<file path="src/rtl/burst_scheduler_if.sv">
// Request / command / burst_len FIFO handshake bundle for burst_scheduler.
// master = the scheduler side, slave = the FIFO/environment side.
interface burst_scheduler_if #(
  parameter int AddrWidth     = 64,
  parameter int LenWidth      = 32,
  parameter int BurstLenWidth = 8
);
  // request FIFO read side
  logic [AddrWidth-1:0]     req_addr_dout;
  logic [LenWidth-1:0]      req_len_dout;
  logic                     req_empty_n;
  logic                     req_read;
  // AW/AR command FIFO write side
  logic [AddrWidth-1:0]     cmd_addr_din;
  logic [BurstLenWidth-1:0] cmd_len_din;
  logic                     cmd_full_n;
  logic                     cmd_write;
  // burst_len FIFO write side (feeds the last-flag generator)
  logic [BurstLenWidth-1:0] burst_len_din;
  logic                     burst_len_full_n;
  logic                     burst_len_write;

  modport master (
    input  req_addr_dout, req_len_dout, req_empty_n, cmd_full_n, burst_len_full_n,
    output req_read, cmd_addr_din, cmd_len_din, cmd_write, burst_len_din, burst_len_write
  );

  modport slave (
    output req_addr_dout, req_len_dout, req_empty_n, cmd_full_n, burst_len_full_n,
    input  req_read, cmd_addr_din, cmd_len_din, cmd_write, burst_len_din, burst_len_write
  );
endinterface

</file>
<file path="src/rtl/burst_scheduler.sv">
// Splits (addr, beats) requests into AXI-legal bursts: each burst is at most
// MaxBurstLen beats and never crosses a Boundary-byte page. Every burst is
// pushed to the command FIFO and the burst_len FIFO in the same cycle.
module burst_scheduler #(
  parameter int AddrWidth      = 64,
  parameter int LenWidth       = 32,
  parameter int BurstLenWidth  = 8,
  parameter int DataWidthBytes = 4,
  parameter int MaxBurstLen    = 256,
  parameter int Boundary       = 4096
) (
  input  logic               clk,
  input  logic               rst,
  burst_scheduler_if.master  bus
);
  localparam int OffBits = $clog2(DataWidthBytes);
  localparam int BndBits = $clog2(Boundary);
  localparam int CalcW   = LenWidth + 1;

  localparam logic [BndBits:0]     BndFull   = (BndBits+1)'(Boundary);
  localparam logic [CalcW-1:0]     MaxBeats  = CalcW'(MaxBurstLen);
  localparam logic [AddrWidth-1:0] AlignMask = ~(AddrWidth'(DataWidthBytes - 1));

  typedef enum logic {IDLE, SPLIT} state_t;

  state_t               state;
  logic [AddrWidth-1:0] addr;
  logic [LenWidth-1:0]  remaining;

  logic [BndBits:0]     bnd_bytes;
  logic [CalcW-1:0]     to_bnd;
  logic [CalcW-1:0]     beats;
  logic                 fire;

  // Size of the next burst: min(remaining, MaxBurstLen, beats left in page),
  // all at LenWidth+1 bits so nothing truncates before the min.
  always_comb begin
    bnd_bytes = BndFull - {1'b0, addr[BndBits-1:0]};
    to_bnd    = CalcW'(bnd_bytes >> OffBits);
    beats     = {1'b0, remaining};
    if (beats > MaxBeats) beats = MaxBeats;
    if (beats > to_bnd)   beats = to_bnd;
  end

  // Both FIFOs must have room; they are never written independently.
  // Strobes are held low during the reset cycle itself.
  assign fire                = (state == SPLIT) && bus.cmd_full_n && bus.burst_len_full_n && !rst;
  assign bus.req_read        = (state == IDLE) && bus.req_empty_n && !rst;
  assign bus.cmd_write       = fire;
  assign bus.burst_len_write = fire;
  assign bus.cmd_addr_din    = addr;
  assign bus.cmd_len_din     = BurstLenWidth'(beats - 1'b1);
  assign bus.burst_len_din   = BurstLenWidth'(beats - 1'b1);

  // Request pop in IDLE, one burst per cycle in SPLIT; a stall freezes all state.
  always_ff @(posedge clk) begin
    if (rst) begin
      state     <= IDLE;
      addr      <= '0;
      remaining <= '0;
    end else begin
      case (state)
        IDLE: begin
          if (bus.req_empty_n) begin
            addr      <= bus.req_addr_dout & AlignMask;
            remaining <= bus.req_len_dout;
            // zero-length requests are swallowed without any output
            if (bus.req_len_dout != '0) state <= SPLIT;
          end
        end
        SPLIT: begin
          if (fire) begin
            addr      <= addr + (AddrWidth'(beats) << OffBits);
            remaining <= remaining - beats[LenWidth-1:0];
            if ({1'b0, remaining} == beats) state <= IDLE;
          end
        end
        default: state <= IDLE;
      endcase
    end
  end
endmodule
</file>
<file path="src/flat_wrapper.sv">
// flat-port wrapper written by rule: the top's interface ports become plain ports
module burst_scheduler_flat 
#(
  parameter int AddrWidth      = 64,
  parameter int LenWidth       = 32,
  parameter int BurstLenWidth  = 8,
  parameter int DataWidthBytes = 4,
  parameter int MaxBurstLen    = 256,
  parameter int Boundary       = 4096
)
  (clk, rst, bus_req_addr_dout, bus_req_len_dout, bus_req_empty_n, bus_cmd_full_n, bus_burst_len_full_n, bus_req_read, bus_cmd_addr_din, bus_cmd_len_din, bus_cmd_write, bus_burst_len_din, bus_burst_len_write);
  burst_scheduler_if #(.AddrWidth(AddrWidth), .LenWidth(LenWidth), .BurstLenWidth(BurstLenWidth)) bus_i ();
  input  logic clk;
  input  logic rst;
  input wire logic [$bits(bus_i.req_addr_dout)-1:0] bus_req_addr_dout;
  input wire logic [$bits(bus_i.req_len_dout)-1:0] bus_req_len_dout;
  input wire logic [$bits(bus_i.req_empty_n)-1:0] bus_req_empty_n;
  input wire logic [$bits(bus_i.cmd_full_n)-1:0] bus_cmd_full_n;
  input wire logic [$bits(bus_i.burst_len_full_n)-1:0] bus_burst_len_full_n;
  output wire logic [$bits(bus_i.req_read)-1:0] bus_req_read;
  output wire logic [$bits(bus_i.cmd_addr_din)-1:0] bus_cmd_addr_din;
  output wire logic [$bits(bus_i.cmd_len_din)-1:0] bus_cmd_len_din;
  output wire logic [$bits(bus_i.cmd_write)-1:0] bus_cmd_write;
  output wire logic [$bits(bus_i.burst_len_din)-1:0] bus_burst_len_din;
  output wire logic [$bits(bus_i.burst_len_write)-1:0] bus_burst_len_write;
  assign bus_i.req_addr_dout = bus_req_addr_dout;
  assign bus_i.req_len_dout = bus_req_len_dout;
  assign bus_i.req_empty_n = bus_req_empty_n;
  assign bus_i.cmd_full_n = bus_cmd_full_n;
  assign bus_i.burst_len_full_n = bus_burst_len_full_n;
  assign bus_req_read = bus_i.req_read;
  assign bus_cmd_addr_din = bus_i.cmd_addr_din;
  assign bus_cmd_len_din = bus_i.cmd_len_din;
  assign bus_cmd_write = bus_i.cmd_write;
  assign bus_burst_len_din = bus_i.burst_len_din;
  assign bus_burst_len_write = bus_i.burst_len_write;
  burst_scheduler #(.AddrWidth(AddrWidth), .LenWidth(LenWidth), .BurstLenWidth(BurstLenWidth), .DataWidthBytes(DataWidthBytes), .MaxBurstLen(MaxBurstLen), .Boundary(Boundary)) u_core (.clk(clk), .rst(rst), .bus(bus_i));
endmodule
</file>
<file path="config.mk">
export PLATFORM = sky130hd
export DESIGN_NAME = burst_scheduler_flat
export DESIGN_NICKNAME = d
export VERILOG_FILES = /design/src/rtl/burst_scheduler_if.sv /design/src/rtl/burst_scheduler.sv /design/src/flat_wrapper.sv
export SDC_FILE = /design/constraint.sdc
export NUM_CORES = 1
export LEC_CHECK = 0
export ABC_AREA = 1
export CAP_MARGIN = 5
export CORE_MARGIN = 5
export CORE_UTILIZATION = 40
export CTS_CLUSTER_DIAMETER = 60
export CTS_CLUSTER_SIZE = 16
export DETAILED_ROUTE_END_ITERATION = 12
export SKIP_LAST_GASP = 1
export SYNTH_ARGS = -nofsm -noshare
export SYNTH_HDL_FRONTEND = slang
export SYNTH_SLANG_ARGS = --single-unit
</file>
<file path="constraint.sdc">
create_clock -name clk -period 4.7 [get_ports clk]
set_input_delay 0.705 -clock clk [delete_from_list [all_inputs] [get_ports clk]]
set_output_delay 0.705 -clock clk [all_outputs]
set_load 0.005 [all_outputs]
</file>
Word level (Yosys, flattened, before mapping):

Index checks and enable logic that the tools add are counted.
W data, S select, Z words.

* bits in registers: 97
* output and inout port bits: 83

* add/sub/neg operators: 4
* order comparisons: 2
* eq/ne operators: 3
* multiplexer cells: 13
* bitwise operators: 1
* reductions and logical operators: 8

Operators by type and width (number)
* $mux W32: 4
* $mux W64: 2
* $pmux W64 S2: 1
* $add A64 B35 Y64: 1
* $pmux W32 S2: 1
* $eq A32 B33 Y1: 1
* $gt A33 B11 Y1: 1
* $gt A32 B9 Y1 const B: 1
* $reduce_bool A32 Y1: 1
* $sub A32 B32 Y32: 1
* $sub A13 B12 Y13 const A: 1
* $sub A8 B1 Y8 const B: 1
* $logic_and A1 B1 Y1: 5
* $mux W1: 4
* $ne A2 B2 Y1 const B: 2
* $pmux W1 S2: 1
* $reduce_and A2 Y1: 1
* $logic_not A1 Y1: 1
* $not A1 Y1: 1

Longest topological paths before layout:

* word-level depth: 8
* depth in mapped cells: 38
* mapped depth without buffers: 38

Least setup slack after synthesis:

No wires, ideal clock.

* kind: register to register
* from: register u_core.addr[3], in the netlist u_core.bus.cmd_addr_din[3]
* to: register u_core.addr[42], in the netlist u_core.bus.cmd_addr_din[42]
* library setup time: 0.109 ns
* data arrival time: 4.000 ns
* slack: 0.591 ns
* stages on the path, launching flop included: 32
* buffers on the path: 0
* clock period less this slack: 4.109 ns
* cells stage by stage: dfxtp_1 inv_1 ha_1 nand4_1 nor4_1 xor2_1 ha_1 a21o_1 nor2_1 nand2_1 nand2_2 nand3_4 nand2_4 inv_1 o21ai_2 ha_1 inv_1 fa_1 inv_1 nand3_1 nand3_2 nand2_1 nand2_1 nand2_1 nand2_1 nand2_1 nand2_2 nand3_1 nand3_1 nand3_1 nand2_1 inv_1

* word-level cells in the longest chain between the ends: 6

RTL lines
* from (decl): RTL line burst_scheduler.sv:27 `logic [AddrWidth-1:0] addr;`
* from (signal assigned): RTL line burst_scheduler.sv:65 `addr <= bus.req_addr_dout & AlignMask;`
* from (signal assigned): RTL line burst_scheduler.sv:73 `addr <= addr + (AddrWidth'(beats) << OffBits);`
* $sub A13 B12 Y13: RTL line burst_scheduler.sv:38 `bnd_bytes = BndFull - {1'b0, addr[BndBits-1:0]};`
* $gt A33 B11 Y1: RTL line burst_scheduler.sv:42 `if (beats > to_bnd) beats = to_bnd;`
* $mux W32: RTL line burst_scheduler.sv:42
* $add A64 B35 Y64 (*): RTL line burst_scheduler.sv:73
* $mux W64 (*): RTL line burst_scheduler.sv:72 `if (fire) begin`
* $pmux W64 S2 (*): RTL line burst_scheduler.sv:62 `case (state)`

Every way passes the cells marked *; elsewhere a longest branch is shown, timed or not. The select of a mux whose other input is x is not followed.
A chain may end at the register's enable or synchronous reset.

Final worst setup path:

* from: register u_core.addr[4], in the netlist u_core.bus.cmd_addr_din[4]
* to: output port bus_burst_len_din[4]

* word-level cells in the longest chain between the ends: 4

RTL lines
* $sub A13 B12 Y13 (*): RTL line burst_scheduler.sv:38
* $gt A33 B11 Y1: RTL line burst_scheduler.sv:42
* $mux W32 (*): RTL line burst_scheduler.sv:42
* $sub A8 B1 Y8 (*): RTL line burst_scheduler.sv:53 `assign bus.burst_len_din = BurstLenWidth'(beats - 1'b1);`
* to (decl): RTL line flat_wrapper.sv:24 `output wire logic [$bits(bus_i.burst_len_din)-1:0] bus_burst_len_din;`

Every way passes the cells marked *; elsewhere a longest branch is shown, timed or not.

==> metrics.txt <==
share of cells above drive strength 1=0.122; post-synthesis cell count=2,116; min cycle time layout=4.52 ns; DRT antenna net count=0; Final Instance Area=0.0153 mm^2; hpwl dp=36,900 um; maximum operating frequency=221 MHz; root buf cell=clkbuf_16; nets@finish=2,556; number of enable flip-flop cells after synthesis=0; I/O Buffers=179; Buf/Inv on CP=7; WP depth=21; critical path's top delay family=buffers and inverters; type of destination of the critical path=primary output; number of global-route vias before repair=13,500; total congestion overflow=0; Layout fillers=3,107; Reg clk slew, reported paths=0.08 ns; Die Ht=182 um; final setup vio count=0; die width=182 um; Setup WS pre-CTS=0.0271 ns; switching share of power=0.443; sw power=1.92 mW; Worst-Margin Slew=1.02 ns; period utilization=0.963; Hold Path Class=reg2reg; Row Count=62; reg2reg setup slack=0.24 ns; RSZ-0062 raised after global routing=true; Total GRT Usage=0.274; Pint=2.41 mW; Yosys top cell area share=0.212; 1st-pass router iterations=5; GPL Wtd Cong=0.970; Via Count=13,900; CP cell instances=inv_1, nand4_1, buf_4, buf_4, buf_4, nand2_1, ha_1, nand2_2, nor2_2, nand4_1, nand3_4, nand2_4, buf_12, buf_4, nand2_4, nand2_8, ha_4, nand2_2, o21ai_1, o21ai_1, clkdlybuf4s50_1; pin count of the biggest net entering global routing=84; initial antenna violation count=1; mapped cell area=0.0118 mm^2; CP Data Required Time=3.99 ns; CP max stage delay=0.52 ns; core area=0.0289 mm^2; Num CTS Buffers=9; worst r2r src=u_core.bus.cmd_addr_din[3]; # DRC=0; Iteration-0 DRC Markers=865; end of the critical path=bus_burst_len_din[4]; total negative setup slack=0 ns; clock skew=0.0159 ns; Hold Slack=0.495 ns; critical path's most frequent cell=buf_4; H-tree levels=3; register area share after synthesis=0.162; Comb pwr share=0.572; Area after DPL=0.0145 mm^2; Reg power frac=0.231; Final WS setup=0.175 ns; final hold vios=0; cell leakage power=7.69 nW; Final Core Density=0.529; CP Class=reg2out; diode count=0; largest cells by area after synthesis=nand2_1 21%, dfxtp_1 16%, inv_1 10%, nand3_1 8.9%, ha_1 8.3%; clock share of power=0.196; Post-Route WL=45,900 um; vias per cell=5.03; Post-synth ARST share=0; pwr dens=284 mW/mm^2; cts hold-fix bufs=0; Die ar.=0.0329 mm^2; CP arrival=3.82 ns; count leader, synth=nand2_1; first-pass GRT wire length=72,200 um; CTS tree=built; R2R depth=30; CP max-delay cell=clkdlybuf4s50_1; critical path peak fanout=6; clk buf depth=2; worst setup path startpoint=u_core.bus.cmd_addr_din[4]; DR WL/cell=16.6 um; Worst R2R End=u_core.remaining[30]; Synth top cells by count=664 x nand2_1, 324 x inv_1, 211 x nor2_1; Rel. slew slack=0.323; Initial Util=0.408; Max Slew Vio Count=0; Avg Cell Area, Syn=5.56 um^2; num ports=184; VDD IR-drop max=0.157 mV; synth warn=0; clock sinks=95; Yosys top cell by area=nand2_1; Worst-Skew Late Latency=0.39 ns; CP Launch Type=register; max-cap violations=0; Final Power=4.33 mW; placed insts=2,734; main flop type after synthesis=dfxtp_1; Area Overhead vs Synth=29.7%; status=complete, no violations; Yosys reg bits=95; post-synthesis cell type count=49; Layout Cells excl Fill=2,764
worst min-delay path, stage by stage (launching register included):
cell and delay, ns:
dfxtp_2 0.34, nand2_1 0.06, a21oi_1 0.06
layout by cell type (no fill, tap or decap), types with 22 or more instances in the layout:
master and n:
xor2_1 35, inv_1 317, o21ai_0 39, nand2_2 49, buf_4 84, ha_1 72
nor2_1 197, clkdlybuf4s50_1 170, nand4_1 34, nor2_2 31, nand2_1 639, dfxtp_1 88
conb_1 46, inv_2 22, a21oi_1 127, nand3_1 202
power groups by stage:
stage | registers, mW | logic (mW) | clock network, mW
after floorplan | 0.977 | 1.43 | 0
after global placement | 1.02 | 2.28 | 0
after detailed placement | 1.02 | 2.30 | 0
after CTS | 0.999 | 2.32 | 0.874
after global routing | 1.02 | 2.74 | 0.900
final | 1.00 | 2.48 | 0.850
registers in the layout (all words and copies together) (netlist names):
| signal | count |
|---|---|
| u_core.remaining | 32 |
| u_core.state | 1 |
| u_core.bus.cmd_addr_din | 62 |
layout make-up:
cell class              instances  area (um^2)  share of cell area
repair buffers                266         2480               0.163
clock inverters                 6         86.3             0.00566
inverters                     342         1290              0.0846
flip-flops and latches         95         1920               0.126
multi-input cells            1661         8770               0.575
well taps                     384          480              0.0315
clock buffers                  10          229              0.0150
kinds of logic (layout without fill, tap and decap cells):
group,count (synthesis),after routing,synth area share
AOI/OAI and AO/OA,238,238,0.117
buffers and inverters,404,624,0.134
adders and majority gates,80,80,0.0864
other,2,46,0.000638
and+or+nand+nor,1251,1251,0.466
DFF,95,95,0.162
xor gates and xnor gates,46,46,0.0342
timing repair:
item,in CTS,in global routing
gates resized for setup,12,98
setup endpoints to repair,9,87
setup buffers,5,9
pin swaps,7,43
endpoints found under the hold margin,0,0
worst min path at each step:
stage | startpoint | endpoint | slack (ns) | depth (start not counted)
2_1_floorplan | u_core.remaining[12] | u_core.remaining[12] | 0.46 | 2
3_3_place_gp | u_core.remaining[30] | u_core.remaining[30] | 0.47 | 2
3_5_place_dp | u_core.remaining[30] | u_core.remaining[30] | 0.47 | 2
4_1_cts | u_core.remaining[27] | u_core.remaining[27] | 0.49 | 2
5_1_grt | u_core.remaining[30] | u_core.remaining[30] | 0.52 | 2
6_report | u_core.remaining[18] | u_core.remaining[18] | 0.50 | 2
routing by layer:
layer / track usage / vias to the layer above / part of all wire
met1: 0.344 / 6372 / 0.45
met2: 0.483 / 265 / 0.49
li1: - / 7199 / -
met5: 0 / - / 0.00028
met3: 0.0324 / 64 / 0.034
met4: 0.0967 / 2 / 0.030
Power figures use the tool's default switching activity.
